<file path="src/rtl/arb_pkg.sv">
// Shared types and the rotating-priority search used by the weighted round-robin burst arbiter.
package arb_pkg;

  typedef enum logic {IDLE = 1'b0, GRANT = 1'b1} arb_state_e;

  localparam int unsigned ARB_MAX_N  = 32;
  localparam int unsigned ARB_MAX_IW = 5;
  // A programmed weight of zero still earns one beat per turn.
  localparam int unsigned ARB_ZERO_WEIGHT_CREDIT = 1;

  typedef struct packed {
    logic        found;
    logic [31:0] idx;
  } pick_t;

  // Scans start, start+1, ... (mod n) and returns the first set request.
  function automatic pick_t rr_pick(input logic [ARB_MAX_N-1:0] req,
                                    input int unsigned n,
                                    input int unsigned start);
    pick_t       r;
    logic [31:0] i;
    r.found = 1'b0;
    r.idx   = '0;
    for (int unsigned k = 0; k < ARB_MAX_N; k++) begin
      i = start + k;
      if (i >= n) i = i - n;
      if (k < n && !r.found && i < ARB_MAX_N && req[i[ARB_MAX_IW-1:0]]) begin
        r.found = 1'b1;
        r.idx   = i;
      end
    end
    return r;
  endfunction

endpackage

</file>
<file path="src/rtl/rr_pick_next.sv">
// Combinational rotating-priority picker: first set request at or after i_start, wrapping at N.
module rr_pick_next
  import arb_pkg::*;
#(
  parameter int N  = 6,
  parameter int IW = $clog2(N)
) (
  input  logic [N-1:0]  i_req,
  input  logic [IW-1:0] i_start,
  output logic [N-1:0]  o_onehot,
  output logic [IW-1:0] o_idx,
  output logic          o_found
);

  logic [ARB_MAX_N-1:0] w_req_ext;
  pick_t                w_pick;

  always_comb begin
    w_req_ext        = '0;
    w_req_ext[N-1:0] = i_req;
    w_pick           = rr_pick(w_req_ext, N, 32'(i_start));
  end

  assign o_found  = w_pick.found;
  assign o_idx    = IW'(w_pick.idx);
  assign o_onehot = w_pick.found ? (N'(1) << o_idx) : '0;

endmodule

</file>
<file path="src/rtl/wrr_burst_arbiter.sv">
// Weighted round-robin burst arbiter: 1-cycle req->gnt, back-to-back handover, grant and credit frozen while res_ready is low.
// Defining WRR_ARB_LOCK_EN adds a per-requester lock input that suppresses credit expiry for the locked owner.
module wrr_burst_arbiter
  import arb_pkg::*;
#(
  parameter int N  = 6,
  parameter int WW = 4,
  parameter int IW = $clog2(N)
) (
  input  logic            clk,
  input  logic            rst_n,
  input  logic [N-1:0]    req,
  input  logic [N-1:0]    last,
  input  logic [N*WW-1:0] weight,
  input  logic            res_ready,
`ifdef WRR_ARB_LOCK_EN
  input  logic [N-1:0]    lock,
`endif
  output logic [N-1:0]    gnt,
  output logic [IW-1:0]   gnt_idx,
  output logic            gnt_vld
);

  arb_state_e    r_state, w_state_nxt;
  logic [N-1:0]  r_gnt, w_gnt_nxt;
  logic [IW-1:0] r_idx, w_idx_nxt;
  logic [IW-1:0] r_last_owner, w_last_owner_nxt;
  logic [WW-1:0] r_credit, w_credit_nxt;

  logic [WW-1:0] w_weight_arr [N];
  logic [WW-1:0] w_pick_weight, w_owner_weight;
  logic [WW-1:0] w_pick_credit, w_owner_credit;
  logic [IW-1:0] w_after_owner, w_after_last, w_search_start;
  logic [N-1:0]  w_search_req, w_pick_onehot;
  logic [IW-1:0] w_pick_idx;
  logic          w_pick_found;
  logic          w_owner_req, w_owner_last, w_owner_lock;
  logic          w_credit_one, w_beat, w_release;

  always_comb begin
    for (int i = 0; i < N; i++) begin
      w_weight_arr[i] = weight[i*WW +: WW];
    end
  end

  assign w_pick_weight  = w_weight_arr[w_pick_idx];
  assign w_owner_weight = w_weight_arr[r_idx];
  assign w_pick_credit  = (w_pick_weight == '0)  ? WW'(ARB_ZERO_WEIGHT_CREDIT) : w_pick_weight;
  assign w_owner_credit = (w_owner_weight == '0) ? WW'(ARB_ZERO_WEIGHT_CREDIT) : w_owner_weight;

  assign w_after_owner = (r_idx == IW'(N-1))        ? '0 : r_idx + 1'b1;
  assign w_after_last  = (r_last_owner == IW'(N-1)) ? '0 : r_last_owner + 1'b1;

  // One picker serves both searches; on release the current owner is masked out.
  assign w_search_start = (r_state == GRANT) ? w_after_owner : w_after_last;
  assign w_search_req   = (r_state == GRANT) ? (req & ~r_gnt) : req;

  rr_pick_next #(.N(N), .IW(IW)) u_pick (
    .i_req    (w_search_req),
    .i_start  (w_search_start),
    .o_onehot (w_pick_onehot),
    .o_idx    (w_pick_idx),
    .o_found  (w_pick_found)
  );

  assign w_owner_req  = req[r_idx];
  assign w_owner_last = last[r_idx];
`ifdef WRR_ARB_LOCK_EN
  assign w_owner_lock = lock[r_idx];
`else
  assign w_owner_lock = 1'b0;
`endif

  assign w_credit_one = (r_credit == WW'(1));
  assign w_beat       = (r_state == GRANT) & w_owner_req & res_ready;
  assign w_release    = (r_state == GRANT) &
                        ((w_beat & ((w_credit_one & ~w_owner_lock) | w_owner_last)) | ~w_owner_req);

  always_comb begin
    w_state_nxt      = r_state;
    w_gnt_nxt        = r_gnt;
    w_idx_nxt        = r_idx;
    w_last_owner_nxt = r_last_owner;
    w_credit_nxt     = r_credit;
    case (r_state)
      IDLE: begin
        if (w_pick_found) begin
          w_state_nxt  = GRANT;
          w_gnt_nxt    = w_pick_onehot;
          w_idx_nxt    = w_pick_idx;
          w_credit_nxt = w_pick_credit;
        end
      end
      GRANT: begin
        if (w_release) begin
          w_last_owner_nxt = r_idx;
          if (w_pick_found) begin
            w_gnt_nxt    = w_pick_onehot;
            w_idx_nxt    = w_pick_idx;
            w_credit_nxt = w_pick_credit;
          end else if (w_owner_req) begin
            w_credit_nxt = w_owner_credit;
          end else begin
            w_state_nxt  = IDLE;
            w_gnt_nxt    = '0;
            w_idx_nxt    = '0;
            w_credit_nxt = '0;
          end
        end else if (w_beat && !w_credit_one) begin
          // A locked owner sitting at credit 1 keeps 1 instead of wrapping.
          w_credit_nxt = r_credit - 1'b1;
        end
      end
      default: begin
        w_state_nxt = IDLE;
      end
    endcase
  end

  always_ff @(posedge clk or negedge rst_n) begin
    if (!rst_n) begin
      r_state      <= IDLE;
      r_gnt        <= '0;
      r_idx        <= '0;
      r_last_owner <= IW'(N-1);
      r_credit     <= '0;
    end else begin
      r_state      <= w_state_nxt;
      r_gnt        <= w_gnt_nxt;
      r_idx        <= w_idx_nxt;
      r_last_owner <= w_last_owner_nxt;
      r_credit     <= w_credit_nxt;
    end
  end

  assign gnt     = r_gnt;
  assign gnt_idx = r_idx;
  assign gnt_vld = |r_gnt;

endmodule

</file>
<file path="config.mk">
export PLATFORM = sky130hd
export DESIGN_NAME = wrr_burst_arbiter
export DESIGN_NICKNAME = d
export VERILOG_FILES = /design/src/rtl/arb_pkg.sv /design/src/rtl/rr_pick_next.sv /design/src/rtl/wrr_burst_arbiter.sv
export SDC_FILE = /design/constraint.sdc
export NUM_CORES = 1
export LEC_CHECK = 0
export CORE_MARGIN = 5
export CORE_UTILIZATION = 56
export DETAILED_ROUTE_END_ITERATION = 7
export PLACE_DENSITY = 0.83
export REMOVE_ABC_BUFFERS = 1
export SETUP_SLACK_MARGIN = 0.4
export SLEW_MARGIN = 30
export SYNTH_ARGS = -nofsm -noshare
export SYNTH_HDL_FRONTEND = slang
export SYNTH_SLANG_ARGS = --single-unit
</file>
<file path="constraint.sdc">
create_clock -name clk -period 7.5 [get_ports clk]
set_clock_uncertainty 0.1 [all_clocks]
set_input_delay 1.5 -clock clk [delete_from_list [all_inputs] [get_ports clk]]
set_output_delay 1.5 -clock clk [all_outputs]
set_load 0.01 [all_outputs]
</file>
# Word-level counts from Yosys, hierarchy flattened
# Cells that the tools add are included.
[word_totals] reg_bits=17 input_bits=39 output_inout_bits=10 word_cells=145
[classes] add_sub_neg=14 n_lt_le_gt_ge=21 eq_ne=7 shift=1 mux=61 bitwise=12 reduce_logical=24
[op_table] operator="two-way mux 33 bit" n=6
[op_table] operator="< comparator 32 x 6 -> 1 bit, second input constant" n=6
[op_table] operator="two-way mux 32 bit" n=6
[op_table] operator="greater-or-equal comparator 32 x 3 -> 1 bit, second input constant" n=5
[op_table] operator="subtractor 32 x 3 -> 32 bit, second input constant" n=5
[op_table] operator="two-way mux 4 bit" n=11
[op_table] operator="< comparator 5 x 6 -> 1 bit, second input constant" n=6
[op_table] operator="binary-select mux 1 bit (select 5 bit)" n=6
[op_table] operator="two-way mux 6 bit" n=5
[op_table] operator="binary-select mux 4 bit (select 3 bit)" n=2
[op_table] operator="two-way mux 3 bit" n=7
[op_table] operator="logical AND 1 bit" n=12
[op_table] operator="two-way mux 1 bit" n=12
[op_table] operator="case mux 6 bit (2 select lines)" n=1
[op_table] operator="adder 3 x 2 -> 4 bit, second input constant" n=2
[op_table] operator="adder 3 x 3 -> 4 bit, second input constant" n=2
[op_table] operator="greater-or-equal comparator 4 bit, second input constant" n=2
[op_table] operator="zero test 4 bit" n=2
[op_table] operator="NOT 3 -> 4 bit" n=2
[op_table] operator="case mux 4 bit (2 select lines)" n=1
[op_table] operator="adder 3 x 1 -> 3 bit, second input constant" n=2
[op_table] operator="AND 6 bit" n=1
[op_table] operator="binary-select mux 1 bit (select 3 bit)" n=2
[op_table] operator="== test 3 bit, second input constant" n=2
[op_table] operator="20 further kinds" n=32

# Longest topological paths before layout
[logic_depth] depth_word=38 ltp_mapped=26 ltp_nobuf=22

# Cells and area by module
# From an unflattened synthesis, not the netlist that was laid out.
[unflattened] hier_cells=365 area_unflattened_um2=3029.2
[by_module_without_submodules] mod="wrr_burst_arbiter" n_inst=1 cells_per_inst=167 area_each_um2=1592.8 seq_area_each_um2=427.9
[by_module_without_submodules] mod="rr_pick_next" n_inst=1 cells_per_inst=198 area_each_um2=1436.4 seq_area_each_um2=0.0

# Worst setup path before layout
# No wires, ideal clock.
[synth_path] path_type="register to register" startpoint="reg r_idx[2], in the netlist gnt_idx[2]" endpoint="reg r_credit[0]" setup_time_ns=0.124 t_arrival_ns=5.212 required_ns=7.276 path_slack_ns=2.064 path_stages_with_launch=26 path_buffers=4 synth_period_minus_slack_ns=5.436 path_cell_list="dfrtp_1 > buf_4 > or3b_1 > nand3_1 > o31a_1 > buf_2 > ha_1 > clkbuf_1 > nor3_1 > or2_2 > ha_1 > inv_1 > ha_1 > nand2b_1 > nor2_1 > and4b_4 > o32ai_4 > a2111oi_4 > or4_1 > buf_2 > or4_4 > o211ai_2 > a221oi_1 > o21ai_1 > a211oi_1 > a211o_1"
[synth_via] elab_chain_len=38 elab_cells_between_ends=99 classes_between="add/sub: 12; order compare: 12; eq/ne: 3; mux: 43; bitwise: 9; reduce/logical: 20"
[synth_rtl] item="start, declared" line="wrr_burst_arbiter.sv:26" text="logic [IW-1:0] r_idx, w_idx_nxt;"
[synth_rtl] item="start signal, assigned" line="wrr_burst_arbiter.sv:130" text="r_idx <= w_idx_nxt;"
[synth_rtl] item="branches (longest 38 deep; another with subtractor 32 x 3 -> 32 bit)"
[synth_rtl] item="end signal, assigned" line="wrr_burst_arbiter.sv:132" text="r_credit <= w_credit_nxt;"
[synth_rtl] item="end, declared" line="wrr_burst_arbiter.sv:28" text="logic [WW-1:0] r_credit, w_credit_nxt;"
# Parallel ways; which one is timed is not known. The select of a mux whose other input is x is not followed.
# A chain may end at the register's enable or synchronous reset.

# Final worst setup path
[layout_path] startpoint="reg r_idx[0], in the netlist gnt_idx[0]" endpoint="reg r_credit[0]"
# Same word-level chain as after synthesis.

==> impl_metrics.ini <==
[setup_path]
worst_ep_required_time_ps = 7530
arrival_ps = 6480
start_kind = flop
endpoint_kind = flop
worstSetupEndpoint = r_credit[0]
r2r_cells = 20
crit_fanout = 26
rr_startpoint = gnt_idx[0]
path_cells = or3b_1, nand3_1, o31a_1, ha_1, inv_1, ha_1, inv_1, ha_1, nand2b_1, nor2_1, and4b_4, o32ai_4, a2111oi_4, or4_1, nor3_1, a211oi_1, nand2_1, o22ai_1, a211oi_1, a211o_1
cpMaxStageDelayCell = ha_1
crit_top_cell = ha_1
worst-setup-path-type = reg2reg
cp-startpoint = gnt_idx[0]
r2r_end = r_credit[0]
reg2reg_setup_slack_ps = 1050
cpPeakStageDelay_ps = 720

[logic_synthesis]
ys_seq_elements = 17
synthTopCellsByCount = 36 x nand2_1, 27 x nor2_1, 24 x a21oi_1, 24 x mux2i_1, 20 x o21ai_0
ys_warn_count = 0
syn_inst = 385
synthesis.area_um2 = 3050
netlist_top_cells_area = dfrtp_1 12%, mux2i_1 7.9%, ha_1 7.4%
yosysTopAreaCell = dfrtp_1
synth.most_common_cell = nand2_1
yosysSeqAreaShare_pct = 14.0
synth.top_cell.area_share_pct = 12.3
synth-edff-count = 0
synth.distinct_cells = 79
synthFlopType = dfrtp_1
syn_avg_cell_area_um2 = 7.93
synth-async-reset-ratio_pct = 100

[clock_network]
worstSkewPairLatency_ps = 250
hold_buffers = 0
clock_sinks = 17
cts_buffers = 3
max-clock-path-buffers = 2
cts_tree = done
clockRootBuffer = clkbuf_8
cts_resized = 0
clkTransAtPathRegs_ps = 60
cts_setup_buffers = 0
ctsHtreeMaxLevel = 1

[floorplan]
die_area_um2 = 7030
die_w_um = 83.8
num_rows = 26
core_area_um2 = 5200
initial_core_util_pct = 58.7
dieHeight_um = 83.8
io_pins = 49

[flow_run]
cap_violations = 0

[final_layout]
diodes = 0
nets = 479
final_cell_area_um2 = 3600
synthToLayoutAreaGrowth_pct = 17.8
postLayoutCoreUtil_pct = 69.1
post_route_cells_drive_above_1_share_pct = 9.74
n_fill_cell = 436

[route]
post-route-drc-count = 0
drt_iter0_drc = 275
ant_nets = 0
dr.pass1.iters = 5
routedWlPerCell_um = 18.5
vias = 3284
viasPerCell = 6.69
postRouteWirelength_mm = 9.11

[timing]
rsz0062_at_grt = false
slew_violations = 0
fmax_mhz = 155
final_hold_viol_count = 0
period_share_pct = 85.9
relSlewSlack_pct = 47.7
finalSetupViolations = 0
period_minus_slack_ps = 6450
fin_setup_tns_ps = 0
worst_pin_slew_ps = 780

[global_route]
grt_max_degree = 27
grt-ovfl-total = 0
grt_antenna_before_repair = 0
grt_pass1_vias = 3062
grt_pass1_wl_mm = 14.8
grt_use_total_pct = 24.9

[placement]
gp_congestion = 1.01
dp_hpwl_mm = 7.21
dpl_cell_area_um2 = 3540
port_buffers = 48

[outcome]
status = finished clean

[worst_hold_path]
min_from = r_credit[1]
min_path_type = reg2reg
-- cells by family (layout without fill, tap and decap cells) --
| group | count (synthesis) | in the layout | synth area share, % |
|---|---|---|---|
| AO/OA/AOI/OAI | 121 | 121 | 29.4 |
| XOR/XNOR | 3 | 3 | 0.861 |
| multiplexers | 41 | 41 | 16.1 |
| adder cells (fa/ha/maj) | 18 | 18 | 7.38 |
| buffers and inverters | 39 | 75 | 5.74 |
| AND/OR/NAND/NOR | 146 | 146 | 26.5 |
| flip-flops | 17 | 17 | 14.0 |
-- through the flow --
step                cells  setup slack (ps)  hold slack, ps
floorplan             367              1600             370
global placement      487              1330             393
detailed placement    487              1110             404
CTS                   491              1080             419
global route          491               590             449
finish                491              1050             415
-- final cells by class --
type	count	area, um^2	share of cell area [%]
clock buffer	3	41.3	1.15
clock inverter	1	5.00	0.139
sequential	17	428	11.9
multi-input combinational	329	2460	68.3
tap	70	87.6	2.43
inverter	21	81.3	2.26
timing repair buffer	50	495	13.8
-- sequential cells by signal, indices dropped and copies added (netlist names) --
signal	cells
gnt	6
gnt_idx	3
r_credit	4
r_last_owner	3
r_state	1
-- worst max-delay path, delay by kind of cell, from the launching register on --
family / cells / cell delay, ps
AOI/OAI and AO/OA: 7 / 2440
adders and majority gates: 3 / 1110
buffers and inverters: 2 / 330
DFF: 1 / 650
and+or+nand+nor: 8 / 1680
-- worst min path at each step --
stage	endpoint	slack [ps]	cells after the start
5_1_grt	r_last_owner[2]	450	2
3_5_place_dp	r_credit[1]	400	2
6_report	r_credit[1]	420	2
3_3_place_gp	r_last_owner[2]	390	2
4_1_cts	r_credit[1]	420	2
2_1_floorplan	r_last_owner[2]	370	2
-- per-layer routing --
metal  part of all wire, %  vias to the layer above  global-route usage, %  wire, um
met5                     0                        -                      0         0
met4                  0.79                        0                   3.51        72
met3                    10                       10                   4.64       914
met2                    45                      194                   41.3      4130
met1                    44                     1539                   34.5      3990
li1                      -                     1541                      -         -
-- cells in the final DEF (no fill, tap or decap), drive strengths merged, types with 4 or more instances in the layout --
cell,count
or2,4
a31oi,6
o31ai,5
o21ai,26
nand3b,5
o211ai,5
clkdlybuf4s50,48
a21oi,24
dfrtp,15
nor3,13
and2,5
a211oi,5
nand2,36
nand2b,11
mux2,12
nor2,27
inv,21
a21o,5
mux2i,24
nor2b,11
or3,4
ha,18
nand3,5
a22o,7
mux4,5
Power is left out: the tool's default activity adds up to more than one toggle a clock period on the data nets, which glitch-free logic cannot reach.
